**src/rtl/bist_fail_log.sv**
```systemverilog
// Failure logger for the SRAM BIST engine: records the first DEPTH miscompares
// (address, syndrome, popcount) and a saturating total, then freezes for readout.
module bist_fail_log #(
    parameter int ADDR_W = 8,
    parameter int DATA_W = 32,
    parameter int DEPTH  = 4,
    parameter int CNT_W  = 16,
    localparam int BITS_W = $clog2(DATA_W + 1)
) (
    input  logic              clk,
    input  logic              rst,
    input  logic              cmp_valid,
    input  logic [ADDR_W-1:0] cmp_addr,
    input  logic [DATA_W-1:0] cmp_exp,
    input  logic [DATA_W-1:0] cmp_act,
    input  logic              bist_done,
    input  logic              rd_en,
    output logic              rec_valid,
    output logic [ADDR_W-1:0] rec_addr,
    output logic [DATA_W-1:0] rec_syn,
    output logic [BITS_W-1:0] rec_bits,
    output logic [CNT_W-1:0]  fail_cnt,
    output logic              log_ovf,
    output logic              log_done
);

    localparam int PTR_W = $clog2(DEPTH);
    localparam int OCC_W = PTR_W + 1;

    typedef enum logic {
        ST_LOG     = 1'b0,
        ST_READOUT = 1'b1
    } state_t;

    state_t            state_reg, state_next;
    logic [PTR_W-1:0]  wr_ptr_reg, wr_ptr_next;
    logic [PTR_W-1:0]  rd_ptr_reg, rd_ptr_next;
    logic [OCC_W-1:0]  occ_reg, occ_next;
    logic [CNT_W-1:0]  fail_cnt_reg, fail_cnt_next;
    logic              log_ovf_reg, log_ovf_next;

    logic [ADDR_W-1:0] mem_addr [DEPTH];
    logic [DATA_W-1:0] mem_syn  [DEPTH];
    logic [BITS_W-1:0] mem_bits [DEPTH];

    logic [DATA_W-1:0] syndrome;
    logic [BITS_W-1:0] syn_pop;
    logic              miscompare;
    logic              fifo_full;
    logic              fifo_empty;
    logic              push;
    logic              pop;
    logic [DEPTH-1:0]  wr_sel;

    assign syndrome   = cmp_exp ^ cmp_act;
    assign fifo_full  = (occ_reg == OCC_W'(DEPTH));
    assign fifo_empty = (occ_reg == '0);
    // Compares are only meaningful while logging; in READOUT the inputs are ignored.
    assign miscompare = cmp_valid && (state_reg == ST_LOG) && (syndrome != '0);
    assign push       = miscompare && !fifo_full;
    assign pop        = rd_en && rec_valid;

    // Popcount is taken on the capture side so readout is a plain storage lookup.
    always_comb begin
        syn_pop = '0;
        for (int i = 0; i < DATA_W; i++) begin
            syn_pop = syn_pop + BITS_W'(syndrome[i]);
        end
    end

    generate
        for (genvar gi = 0; gi < DEPTH; gi++) begin : g_wr_sel
            assign wr_sel[gi] = push && (wr_ptr_reg == PTR_W'(gi));
        end
    endgenerate

    // Record storage carries no reset; contents are only observed once written.
    always_ff @(posedge clk) begin
        for (int i = 0; i < DEPTH; i++) begin
            if (wr_sel[i]) begin
                mem_addr[i] <= cmp_addr;
                mem_syn[i]  <= syndrome;
                mem_bits[i] <= syn_pop;
            end
        end
    end

    always_comb begin
        state_next    = state_reg;
        wr_ptr_next   = wr_ptr_reg;
        rd_ptr_next   = rd_ptr_reg;
        occ_next      = occ_reg;
        fail_cnt_next = fail_cnt_reg;
        log_ovf_next  = log_ovf_reg;

        case (state_reg)
            ST_LOG: begin
                if (bist_done) begin
                    state_next = ST_READOUT;
                end
            end
            ST_READOUT: begin
                state_next = ST_READOUT;
            end
            default: begin
                state_next = ST_LOG;
            end
        endcase

        if (miscompare) begin
            if (fail_cnt_reg != '1) begin
                fail_cnt_next = fail_cnt_reg + CNT_W'(1);
            end
            // Oldest records win: a full log only flags the overflow.
            if (fifo_full) begin
                log_ovf_next = 1'b1;
            end else begin
                wr_ptr_next = wr_ptr_reg + PTR_W'(1);
                occ_next    = occ_reg + OCC_W'(1);
            end
        end

        // Push only happens in LOG and pop only in READOUT, so they never collide.
        if (pop) begin
            rd_ptr_next = rd_ptr_reg + PTR_W'(1);
            occ_next    = occ_reg - OCC_W'(1);
        end
    end

    always_ff @(posedge clk) begin
        if (rst) begin
            state_reg    <= ST_LOG;
            wr_ptr_reg   <= '0;
            rd_ptr_reg   <= '0;
            occ_reg      <= '0;
            fail_cnt_reg <= '0;
            log_ovf_reg  <= 1'b0;
        end else begin
            state_reg    <= state_next;
            wr_ptr_reg   <= wr_ptr_next;
            rd_ptr_reg   <= rd_ptr_next;
            occ_reg      <= occ_next;
            fail_cnt_reg <= fail_cnt_next;
            log_ovf_reg  <= log_ovf_next;
        end
    end

    assign rec_valid = (state_reg == ST_READOUT) && !fifo_empty;
    assign log_done  = (state_reg == ST_READOUT) && fifo_empty;
    assign rec_addr  = mem_addr[rd_ptr_reg];
    assign rec_syn   = mem_syn[rd_ptr_reg];
    assign rec_bits  = mem_bits[rd_ptr_reg];
    assign fail_cnt  = fail_cnt_reg;
    assign log_ovf   = log_ovf_reg;

endmodule

```
**config.mk**
```make
export PLATFORM = sky130hd
export DESIGN_NAME = bist_fail_log
export DESIGN_NICKNAME = d
export VERILOG_FILES = /design/src/rtl/bist_fail_log.sv
export SDC_FILE = /design/constraint.sdc
export NUM_CORES = 1
export LEC_CHECK = 0
export BUFFER_PORTS_ARGS = -buffer_cell sky130_fd_sc_hd__buf_2
export CAP_MARGIN = 10
export CORE_ASPECT_RATIO = 0.9
export CORE_MARGIN = 2
export CORE_UTILIZATION = 28
export CTS_CLUSTER_SIZE = 8
export DETAILED_ROUTE_END_ITERATION = 12
export GPL_ROUTABILITY_DRIVEN = 0
export SYNTH_ARGS = -nofsm -noshare
export SYNTH_HDL_FRONTEND = slang
export SYNTH_SLANG_ARGS = --single-unit
```
**constraint.sdc**
```tcl
create_clock -name clk -period 7.5 [get_ports clk]
set_input_delay 1.5 -clock clk [delete_from_list [all_inputs] [get_ports clk]]
set_output_delay 1.5 -clock clk [all_outputs]
set_load 0.005 [all_outputs]
```
Yosys cells after proc, flatten, opt, wreduce, memory -nomap -nowiden
Memories as Yosys holds them, arrays and structs flattened. A register that Yosys moved wholly into a read port is not among the register bits.
Index checks and enable logic that the tools add are counted.

word-level totals
  output and inout port bits = 65
  bits of input ports = 77
  memories kept = 3
  RAM bits = 184
  memory bits (read-only) = 0
  flip-flop bits (word level) = 25
  bits in latches = 0

operators by class
  bitwise gates (word level) = 3
  shifts and indexed selects = 0
  $lt $le $gt $ge = 0
  divide/modulo/power cells = 0
  muxes and demuxes = 46
  eq/ne operators = 6
  multipliers = 0
  reductions and logical operators = 29
  add/sub/neg operators = 36

memories
  name      words  bits a word  rd ports  clocked after Yosys merged registers in  wr ports  line  source
  mem_syn   4      32           1         1                                        1         43    logic [DATA_W-1:0] mem_syn [DEPTH];
  mem_addr  4      8            1         1                                        1         42    logic [ADDR_W-1:0] mem_addr [DEPTH];
  mem_bits  4      6            1         1                                        1         44    logic [BITS_W-1:0] mem_bits [DEPTH];

operator list
  operator                                                         count
  6-bit by 1-bit adder with 6-bit output                           26
  32-bit 2-to-1 mux                                                3
  32-bit OR reduction                                              3
  32-bit nonzero test                                              1
  32-bit bitwise XOR                                               1
  2-bit 2-to-1 mux                                                 15
  8-bit 2-to-1 mux                                                 3
  8-bit OR reduction                                               3
  1-bit 2-to-1 mux                                                 18
  6-bit 2-to-1 mux                                                 3
  6-bit OR reduction                                               3
  16-bit by 1-bit adder with 16-bit output, second input constant  1
  16-bit != test, second input constant                            1
  1-bit logical AND                                                10
  3-bit 2-to-1 mux                                                 3
  2-bit AND reduction                                              4
  5-bit by 1-bit adder with 6-bit output                           1
  4-bit by 1-bit adder with 5-bit output                           1
  2-bit by 1-bit adder with 2-bit output, second input constant    2
  3-bit by 1-bit adder with 4-bit output                           1
  2-bit equality test, second input constant                       2
  2-bit by 1-bit adder with 3-bit output                           1
  3-bit by 1-bit adder with 3-bit output, second input constant    1
  3-bit equality test, second input constant                       1
  other kinds (10)                                                 12

Longest topological paths before layout
  word-level depth = 35
  depth in mapped cells = 18

Least setup slack after synthesis
Ideal clock, no wire load.

  kind = input to register
  start point = input port cmp_act[1]
  end point = memory mem_bits[0][4] in the netlist's numbering, data pin
  path slack = 1313 ps
  arrival time = 5915 ps
  cell stages on the path = 18
  data required time = 7228 ps
  cells stage by stage = xor2_1 -> inv_1 -> fa_1 -> inv_1 -> fa_1 -> fa_1 -> fa_1 -> inv_1 -> fa_1 -> fa_1 -> inv_1 -> ha_1 -> inv_1 -> fa_1 -> inv_1 -> a21o_1 -> a21oi_1 -> xnor2_1

between the ends
  longest elaborated chain between the ends = 35
  elaborated cells on any way between the ends = 46

RTL lines
  item                                                      line  source
  from (decl)                                               15    input logic [DATA_W-1:0] cmp_act,
  32-bit bitwise XOR (*)                                    55    assign syndrome = cmp_exp ^ cmp_act;
  1-bit by 1-bit adder with 2-bit output (*)                67    syn_pop = syn_pop + BITS_W'(syndrome[i]);
  2-bit by 1-bit adder with 3-bit output (*)                67
  3-bit by 1-bit adder with 4-bit output (*)                67
  4-bit by 1-bit adder with 5-bit output (*)                67
  5-bit by 1-bit adder with 6-bit output (*)                67
  6-bit by 1-bit adder with 6-bit output (*) (26 in a row)  67
  net syn_pop[4]                                            47    logic [BITS_W-1:0] syn_pop;
  6-bit 2-to-1 mux (no line) (2 in a row)                   --
  6-bit 2-to-1 mux (no line) (*)                            --
  to (decl)                                                 44

Mark *: on every way through the listed nets, which the timed path passes. The rest lies on a longest branch.

Worst setup path after layout
  start point = input port cmp_act[1]
  end point = memory mem_bits[3][4] in the netlist's numbering, data pin

between the ends
  longest elaborated chain between the ends = 35
  elaborated cells on any way between the ends = 46

RTL lines
  item                                                      line  source
  32-bit bitwise XOR (*)                                    55
  net syndrome[1]                                           46    logic [DATA_W-1:0] syndrome;
  1-bit by 1-bit adder with 2-bit output (*)                67
  2-bit by 1-bit adder with 3-bit output (*)                67
  3-bit by 1-bit adder with 4-bit output (*)                67
  4-bit by 1-bit adder with 5-bit output (*)                67
  5-bit by 1-bit adder with 6-bit output (*)                67
  6-bit by 1-bit adder with 6-bit output (*) (26 in a row)  67
  net syn_pop[4]                                            47
  6-bit 2-to-1 mux (no line) (2 in a row)                   --
  6-bit 2-to-1 mux (no line) (*)                            --

Marked as above.

==> results.ini <==
[pwr]
swShare = 0.311
powerDensity_nw_per_um2 = 384
cell_internal_pwr_uw = 3010
power_frac_seq = 0.388
power_leakage_uw = 0.00421
p_clk_frac = 0.287
ir_worst_vdd_mv = 0.539
total_power_uw = 4370
p_sw_uw = 1360
comb_power_share = 0.325

[critical_path]
cp.required_ns = 7.82
crit_arrival_ns = 6.48
start_kind = primary input
cpMostUsedCell = fa_1
path_buf_inv = 7
critPathCaptureType = register
critPathMaxStageDelay_ns = 0.55
path_max_fanout = 5
crit_slowest_cell = fa_1
path_class = primary input to register
crit_family = adder cells
path_cells = buf_2, xor2_1, inv_1, fa_1, inv_1, fa_1, fa_1, fa_1, inv_1, fa_1, fa_1, inv_1, ha_1, inv_1, fa_1, inv_1, a21o_1, a21oi_1, xnor2_1

[cts]
clk_pin_slew_ns = 0.05
clock-sinks = 211
cts-root-buf = clkbuf_16
hold_buffers = 0
insertion_delay_ns = 0.54
postCtsSetupRepairBufs = 0
cts_inserted_buffers = 31
cts_tree = done
htreeDepth = 1
clockBufferDepth = 3
postCtsResizedCells = 0

[sta]
rsz0062_at_grt = false
finalHoldViolations = 0
fin_worst_skew_ns = 0.0118
drv_slew = 0
finalCriticalPeriod_ns = 6.16
clock.fmax_mhz = 162
final.setup.tns_ns = 0
setup_viol = 0
worst_pin_slew_ns = 1.00
maxSlewHeadroom = 0.332
period_share = 0.821

[logic_synthesis]
yosysWarnings = 0
ys_seq_area_frac = 0.659
syn_avg_cell_area_um2 = 17.2
synth.area.top_cells = edfxtp_1 (60%), mux4_2 (11%), dfxtp_1 (5.9%)
ys.flop_type = edfxtp_1
synth_top_area_cell = edfxtp_1
synth_top_area_frac = 0.600
synth_edf_count = 184
ys_ff_latch = 211
synthCells = 535
synth_cell_types = 42
async_reset_ff_frac = 0
syn_area_um2 = 9210
synth.net_count = 650

[route]
ant_nets = 0
wl_per_cell_um = 17.6
vias_per_cell = 4.49
drt-total-wl_um = 20200
dr.pass1.iters = 4
drt_iter0_markers = 230
vias = 5158
remaining_drc_errors = 0

[layout]
reg_top3 = mem_syn (128), mem_addr (32), mem_bits (24)
layout.nets = 825
regMostFlops = mem_syn
area_delta_synth_final_pct = 23.8
largest_register_ffs = 128
diodes = 0
drive_gt1_frac = 0.357

[placement]
hpwl_um = 12800
numPortBuffers = 141

[die]
dieArea_um2 = 34300
die_w_um = 195
row_count = 62
die_y_um = 176
core_um2 = 32100
ios = 142
initial_utilization = 0.287

[status]
status = complete, no violations

[grt]
grt_max_degree = 47
grt.total_usage = 0.118
antenna_found_initial = 0
grt.overflow.total = 0
grt_pass1_wl_um = 31000
grt_pass1_vias = 5256

[job]
cap_viol_max_count = 0

[hold_path]
hp-class = register to register

-- synth_stat cells (2+ instances only) --
cell        n
edfxtp_1  184
a21o_1      2
buf_1       2
a31oi_1     2
nand3_1     8
o21ai_0     3
mux2_2     10
and4_1      3
nor2_1     29
nor2b_1    13
buf_2       7
fa_1       25
nand2_1    11
ha_1       13
nand4_1     5
inv_1      50
mux2i_1     2
clkbuf_1   10
a41o_1      2
nor4_1      5
a21oi_1     5
a31o_2      3
xnor2_1    13
xor2_1     25
mux4_2     46
and2_1      7
and3_1      6
dfxtp_1    27
nor3_1      4
-- final timing paths --
| kind | endpoint | from | cells after the start | slack, ns |
|---|---|---|---|---|
| setup / recovery | mem_bits[3][4] | cmp_act[1] | 19 | 1.34 |
| hold reg to reg | state_reg | state_reg | 2 | 0.49 |
| setup reg to reg | fail_cnt[7] | fail_cnt[3] | 6 | 5.09 |
| hold / removal | state_reg | state_reg | 2 | 0.49 |
-- layout by cell type, fill, tap and decap left out, types with 2 or more instances in the layout --
cell,instances
and2_1,3
inv_1,50
nand4_1,5
o21ai_0,3
and3_1,6
and4_1,3
buf_2,141
a31o_2,3
a31oi_1,2
and2_2,4
buf_4,20
mux2i_1,2
a21oi_1,5
nor3_1,4
nor2b_1,13
nand2_1,11
xnor2_1,13
a21o_1,2
dfxtp_1,25
mux2_2,10
nand3_1,8
clkbuf_16,31
mux4_2,46
edfxtp_1,184
clkbuf_1,23
a41o_1,2
nor4_1,5
xor2_1,25
fa_1,25
nor2_1,29
ha_1,13
-- stage by stage --
| stage | hold slack, ns | instances | setup WS [ns] | util | instance area [µm²] |
|---|---|---|---|---|---|
| after floorplan | 0.456 | 535 | 1.31 | - | 9210 |
| after global placement | 0.447 | 1093 | 0.887 | 0.327 | 10500 |
| after detailed placement | 0.489 | 1093 | 0.764 | 0.327 | 10500 |
| after CTS | 0.501 | 1150 | 1.32 | 0.355 | 11400 |
| after global routing | 0.529 | 1150 | 1.01 | 0.355 | 11400 |
| final | 0.493 | 1150 | 1.34 | 0.355 | 11400 |
-- per-layer routing --
metal	GRT usage	part of all wire	vias up
met3	0.0185	0.043	42
met4	0.0401	0.033	0
met5	0	0	-
met1	0.168	0.47	2613
met2	0.186	0.45	138
li1	-	-	2365
-- tightest hold or removal path, delay by kind of cell, from the launching register on --
| family | cells | cell delay (ns) |
|---|---|---|
| flops | 1 | 0.34 |
| simple gates | 2 | 0.11 |
-- cells by family (layout without fill, tap and decap cells) --
kind of cell	after synthesis	after routing	share of synthesized area
flip-flops	211	211	0.659
adder cells (fa/ha/maj)	38	38	0.0720
buffers and inverters	69	268	0.0291
XOR/XNOR	38	38	0.0362
AND/OR/NAND/NOR	97	97	0.0559
multiplexers	59	59	0.128
AO/OA/AOI/OAI	23	23	0.0198
-- area by class of cell --
| type | instances | area (µm²) |
|---|---|---|
| Clock buffer | 54 | 862 |
| Clock inverter | 3 | 21.3 |
| Fill cell | 3097 | 20700 |
| Inverter | 50 | 188 |
| Multi-Input combinational cell | 255 | 2880 |
| Sequential cell | 211 | 6070 |
| Tap cell | 416 | 520 |
| Timing Repair Buffer | 161 | 856 |
-- power by group through the flow --
stage	clock network [µW]	logic, µW	registers, µW
4_1_cts	1290	1450	1700
5_1_grt	1340	1650	1700
6_report	1260	1420	1700
2_1_floorplan	0	1010	1700
3_5_place_dp	0	1440	1720
3_3_place_gp	0	1400	1720
(Power assumes the default switching activity.)
